===== src/rtl/uart_pkg.sv =====
// Shared UART definitions used by both the transmitter and the receiver.
package uart_pkg;

  typedef enum logic [2:0] {
    IDLE,
    FETCH,
    START,
    DATA,
    PARITY,
    STOP
  } uart_tx_state_t;

  localparam logic UART_IDLE_LEVEL  = 1'b1;
  localparam logic UART_START_LEVEL = 1'b0;

  // Callers zero-extend narrower words; the padding does not change the XOR.
  function automatic logic uart_parity(input logic [8:0] data, input logic odd);
    return (^data) ^ odd;
  endfunction

endpackage


===== src/rtl/uart_bit_timer.sv =====
// Baud counter: counts 0..CLKS_PER_BIT-1 and flags the last cycle of each bit.
module uart_bit_timer #(
  parameter int CLKS_PER_BIT = 16
) (
  input  logic clk,
  input  logic reset,
  input  logic clear,
  output logic bit_end
);

  localparam int CW = (CLKS_PER_BIT > 1) ? $clog2(CLKS_PER_BIT) : 1;

  logic [CW-1:0] cnt;

  assign bit_end = (cnt == CW'(CLKS_PER_BIT - 1));

  // Wrapping on bit_end restarts the count for the following bit.
  always_ff @(posedge clk) begin
    if (reset || clear || bit_end) cnt <= '0;
    else                           cnt <= cnt + CW'(1);
  end

endmodule


===== src/rtl/uart_tx_fifo_reader.sv =====
// UART transmitter that pops one word per frame from the TX FIFO and serializes it.
module uart_tx_fifo_reader
  import uart_pkg::*;
#(
  parameter int WIDTH        = 8,
  parameter int CLKS_PER_BIT = 16,
  parameter int PARITY_EN    = 0,
  parameter int PARITY_ODD   = 0,
  parameter int STOP_BITS    = 1
) (
  input  logic             clk,
  input  logic             reset,
  input  logic             fifo_empty,
  input  logic [WIDTH-1:0] fifo_data,
  output logic             fifo_rd_en,
  output logic             tx,
  output logic             busy,
  output logic             tx_done
);

  localparam int BW = $clog2(WIDTH + 1);

  uart_tx_state_t   state, state_n;
  logic [WIDTH-1:0] shreg, shreg_n;
  logic [BW-1:0]    bit_cnt, bit_cnt_n;
  logic             par, par_n;
  logic             tx_n, busy_n, rd_n, done_n;
  logic             bit_end, timer_clear;

  // The baud count only runs while a bit is on the line.
  assign timer_clear = (state == IDLE) || (state == FETCH);

  uart_bit_timer #(.CLKS_PER_BIT(CLKS_PER_BIT)) u_bit_timer (
    .clk     (clk),
    .reset   (reset),
    .clear   (timer_clear),
    .bit_end (bit_end)
  );

  always_ff @(posedge clk) begin
    if (reset) begin
      state      <= IDLE;
      shreg      <= '0;
      bit_cnt    <= '0;
      par        <= 1'b0;
      tx         <= UART_IDLE_LEVEL;
      busy       <= 1'b0;
      fifo_rd_en <= 1'b0;
      tx_done    <= 1'b0;
    end else begin
      state      <= state_n;
      shreg      <= shreg_n;
      bit_cnt    <= bit_cnt_n;
      par        <= par_n;
      tx         <= tx_n;
      busy       <= busy_n;
      fifo_rd_en <= rd_n;
      tx_done    <= done_n;
    end
  end

  // tx is registered, so each branch loads the level of the bit that starts next.
  always_comb begin
    state_n   = state;
    shreg_n   = shreg;
    bit_cnt_n = bit_cnt;
    par_n     = par;
    tx_n      = tx;
    busy_n    = busy;
    rd_n      = 1'b0;
    done_n    = 1'b0;
    case (state)
      IDLE: begin
        tx_n   = UART_IDLE_LEVEL;
        busy_n = !fifo_empty;
        if (!fifo_empty) begin
          rd_n    = 1'b1;
          state_n = FETCH;
        end
      end
      FETCH: begin
        shreg_n   = fifo_data;
        par_n     = uart_parity(9'(fifo_data), PARITY_ODD != 0);
        bit_cnt_n = '0;
        tx_n      = UART_START_LEVEL;
        state_n   = START;
      end
      START: begin
        if (bit_end) begin
          tx_n    = shreg[0];
          shreg_n = shreg >> 1;
          state_n = DATA;
        end
      end
      DATA: begin
        if (bit_end) begin
          if (bit_cnt == BW'(WIDTH - 1)) begin
            bit_cnt_n = '0;
            if (PARITY_EN != 0) begin
              tx_n    = par;
              state_n = PARITY;
            end else begin
              tx_n    = UART_IDLE_LEVEL;
              state_n = STOP;
            end
          end else begin
            tx_n      = shreg[0];
            shreg_n   = shreg >> 1;
            bit_cnt_n = bit_cnt + BW'(1);
          end
        end
      end
      PARITY: begin
        if (bit_end) begin
          tx_n    = UART_IDLE_LEVEL;
          state_n = STOP;
        end
      end
      STOP: begin
        if (bit_end) begin
          if (bit_cnt == BW'(STOP_BITS - 1)) begin
            bit_cnt_n = '0;
            busy_n    = 1'b0;
            done_n    = 1'b1;
            state_n   = IDLE;
          end else begin
            bit_cnt_n = bit_cnt + BW'(1);
          end
        end
      end
      default: state_n = IDLE;
    endcase
  end

endmodule


===== config.mk =====
export PLATFORM = sky130hd
export DESIGN_NAME = uart_tx_fifo_reader
export DESIGN_NICKNAME = d
export VERILOG_FILES = /design/src/rtl/uart_pkg.sv /design/src/rtl/uart_bit_timer.sv /design/src/rtl/uart_tx_fifo_reader.sv
export SDC_FILE = /design/constraint.sdc
export NUM_CORES = 1
export LEC_CHECK = 0
export ABC_AREA = 0
export CAP_MARGIN = 20
export CORE_UTILIZATION = 35
export DETAILED_ROUTE_END_ITERATION = 10
export GPL_ROUTABILITY_DRIVEN = 0
export SLEW_MARGIN = 20
export SYNTH_ARGS = -nofsm -noshare
export SYNTH_HDL_FRONTEND = slang
export SYNTH_SLANG_ARGS = --single-unit

===== constraint.sdc =====
create_clock -name clk -period 1.4 [get_ports clk]
set_input_delay 0.14 -clock clk [delete_from_list [all_inputs] [get_ports clk]]
set_output_delay 0.14 -clock clk [all_outputs]
set_load 0.02 [all_outputs]

==> flow_summary.yaml <==
floorplanning:
  fp.dieArea_sq_um: 3733
  number_of_top_level_pins: 15
  die_h_microns: 61.10
  core.rowCount: 21
  die_width_microns: 61.10
  initial_utilization: 0.3663
  coreArea_sq_um: 3337
setup_path:
  critical_path_class: "reg2reg"
  critical_path_required_ns: 1.64
  cp.arrival_ns: 1.76
  end_kind: "register"
  worstSetupStartpointType: "register"
  path_max_fanout: 8
final_layout:
  num-nets-final: 197
  mostFrequentLayoutCell: "sky130_fd_sc_hd__buf_4"
  most-common-layout-cells: "sky130_fd_sc_hd__buf_4, sky130_fd_sc_hd__dfxtp_1, sky130_fd_sc_hd__clkdlybuf4s50_1, sky130_fd_sc_hd__a21oi_2, sky130_fd_sc_hd__nand3_1"
  multiInputGateArea_sq_um: 852.1
  filler_cell_count: 319
  diodes: 0
  syn_to_final_growth_pct: 55.07
  final_cell_count_no_fill: 228
  regArea_sq_um: 470.5
  share_of_post_route_cells_with_drive_strength_above_1: 0.4890
worst_hold_path:
  worst_hold_path_type: "in2reg"
global_route:
  antenna_found_initial: 0
  grt_use_met1: 0.2256
  wire_length_of_the_first_global_routing_pass_microns: 4816
  grt_max_degree: 16
  first_global_vias: 1078
  top_usage_layer: "met2"
  globalRouteTotalUtil: 0.1765
  groute.layer.met2.usage: 0.2981
  grt_remaining_overflow: 0
  use_met3: 0.02521
detailed_routing:
  dr_total_vias: 1182
  via_per_inst: 5.184
  routed_wirelength_microns: 3020
  drt_pre_antenna_iters: 4
  route.antenna.remaining_nets: 0
  detail_route.wl_per_cell_microns: 13.25
  detail_route.iter0.violations: 27
  detail_route.drc_violations: 0
yosys:
  synth_area_sq_um: 1222
  async_flop_share: 0
  synth_enable_flop_cells: 0
  dominantRegCellSynth: "sky130_fd_sc_hd__dfxtp_1"
  yosysTopAreaCellShare: 0.3767
  synth.largest_area_cell: "sky130_fd_sc_hd__dfxtp_1"
  yosysWarningCount: 0
  count_of_mapped_cells_out_of_synthesis: 131
  syn-num-nets: 145
  share_of_synthesized_area_occupied_by_flip_flops_and_latches: 0.3767
  ys_ff_latch: 23
  synth.lib_cells_used.distinct: 43
  synthTopCellsByArea: "sky130_fd_sc_hd__dfxtp_1, sky130_fd_sc_hd__mux2i_1, sky130_fd_sc_hd__a311oi_1"
  synthesis.area_per_instance_sq_um: 9.331
cts:
  cts_buffers: 3
  cts.sink_count: 23
  cts_buffer_depth: 2
  cts_root_buf: "sky130_fd_sc_hd__clkbuf_4"
  cts_tree: "built"
  worst_skew_pair.late_latency_ns: 0.32
  cts.clk_slew.worst_paths_ns: 0.13
  cts-htree-levels: 1
power_and_ir_drop:
  static-leakage-power_nw: 0.7659
  power.share.clock: 0.202
  power_density_nw_per_um2: 822.9
  power.share.sequential: 0.481
  power_switching_share: 0.3069
  p_comb_frac: 0.317
  total_switching_power_mw: 0.4787
  max-vdd-ir-drop_uv: 421.8
  p_int_mw: 1.081
sta:
  worst_slew_margin_rel: 0.7662
  finalClockSkew_ns: 0.005531
  final_clock_period_utilization_by_the_worst_path: 1.091
  worst_slew_pin_slew_ns: 0.3507
  unrepaired_setup_endpoints_after_global_routing: "true"
  maxSlewViolCount: 0
  final-setup-viol-count: 12
  clock.fmax_mhz: 654.8
  finalWorstSetupSlack_ns: -0.1271
  final_hold_viol_count: 0
  period_needed_ns: 1.527
flow_run:
  max_cap_viol_count: 0
outcome:
  violated_checks: "negative setup slack"
  run_status: "finished with violations"
placed_design:
  place.port_buffers: 14
  placed_cells: 219
  post-place-ws_ns: -0.1545
  place.detailed.hpwl_microns: 2178
==> metrics by stage <==
| step | total power, mW | hold WS (ns) | cell area (sq um) | setup TNS, ns | util |
|---|---|---|---|---|---|
| finish | 1.560 | 0.4033 | 1896 | -0.9797 | 0.5681 |
| global route | 1.658 | 0.4006 | 1896 | -2.019 | 0.5681 |
| CTS | 1.515 | 0.3927 | 1804 | -0.9481 | 0.5407 |
| detailed placement | 1.173 | 0.4620 | 1678 | -1.734 | 0.5028 |
| global placement | 1.163 | 0.4552 | 1678 | -1.256 | 0.5028 |
| floorplan | 1.001 | 0.2258 | 1261 | 0 | - |
==> kinds of logic (layout without fill, tap and decap cells) <==
group                      count (synthesis)  in the layout  synth area share
and+or+nand+nor                           48             48            0.2180
AOI/OAI and AO/OA                         35             35            0.2344
DFF                                       23             23            0.3767
buffers and inverters                     12             63           0.06140
muxes                                      7              7           0.05732
adders and majority gates                  3              3           0.03071
xor gates and xnor gates                   3              3           0.02150
==> power groups by stage <==
stage                     Clock (mW)  Sequential [mW]  Combinational [mW]
after floorplan                    0            0.760               0.241
after global placement             0            0.757               0.406
after detailed placement           0            0.759               0.414
after CTS                      0.332            0.748               0.435
after global routing           0.367            0.758               0.532
final                          0.315            0.750               0.495
==> path summary, 6_finish.rpt <==
path / start / endpoint / slack (ns) / cells past startpoint
worst max register to register: bit_cnt[0] / shreg[4] / -0.13 / 7
worst max-delay path: bit_cnt[0] / shreg[4] / -0.13 / 7
worst min register to register: busy / busy / 0.47 / 2
worst min-delay path: fifo_empty / fifo_rd_en / 0.40 / 2
==> sequential cells by signal (all words and copies together), names as in the netlist <==
| signal | cells |
|---|---|
| shreg | 8 |
| tx_done | 1 |
| bit_cnt | 4 |
| fifo_rd_en | 1 |
| u_bit_timer.cnt | 4 |
| state | 3 |
| tx | 1 |
| busy | 1 |
==> cells in the mapped netlist (2+ instances only) <==
cell type	number
sky130_fd_sc_hd__a21oi_1	11
sky130_fd_sc_hd__a311oi_1	7
sky130_fd_sc_hd__and2b_1	2
sky130_fd_sc_hd__and4b_1	2
sky130_fd_sc_hd__buf_2	3
sky130_fd_sc_hd__buf_6	3
sky130_fd_sc_hd__dfxtp_1	23
sky130_fd_sc_hd__ha_1	3
sky130_fd_sc_hd__inv_1	4
sky130_fd_sc_hd__mux2i_1	7
sky130_fd_sc_hd__nand2_1	8
sky130_fd_sc_hd__nand2b_1	4
sky130_fd_sc_hd__nand3_1	8
sky130_fd_sc_hd__nand4_1	2
sky130_fd_sc_hd__nor2_1	8
sky130_fd_sc_hd__nor3_1	5
sky130_fd_sc_hd__nor4b_1	2
sky130_fd_sc_hd__o211ai_1	2
sky130_fd_sc_hd__or3_1	2
sky130_fd_sc_hd__xor2_1	2
==> layer usage <==
metal  part of all wire  routed length [microns]  vias up
li1                   -                        -      592
met5                  0                        0        -
met1               0.45                     1357      570
met2               0.51                     1546       16
met4              0.013                       38        0
met3              0.025                       76        4
==> area by class of cell <==
class / instances / share of cell area
Clock buffer: 3 / 0.01188
Multi-Input combinational cell: 96 / 0.4495
Clock inverter: 1 / 0.002640
Inverter: 5 / 0.01122
Sequential cell: 23 / 0.2482
Timing Repair Buffer: 54 / 0.2462
Tap cell: 46 / 0.03036
==> worst max-delay path: stages (launching register included) <==
cell and delay, ns:
sky130_fd_sc_hd__dfxtp_2 0.35, sky130_fd_sc_hd__buf_6 0.11, sky130_fd_sc_hd__ha_4 0.14, sky130_fd_sc_hd__and3b_4 0.19, sky130_fd_sc_hd__a31oi_4 0.19, sky130_fd_sc_hd__buf_6 0.17
sky130_fd_sc_hd__a21oi_2 0.05, sky130_fd_sc_hd__a311oi_1 0.23
==> timing repair <==
item	4_1_cts	5_1_grt
setup buffers	2	4
hold buffers	0	0
gates resized for setup	28	16
endpoints found under the setup margin	22	21
endpoints found under the hold margin	0	0
pin swaps	19	12
Power figures use the tool's default switching activity.
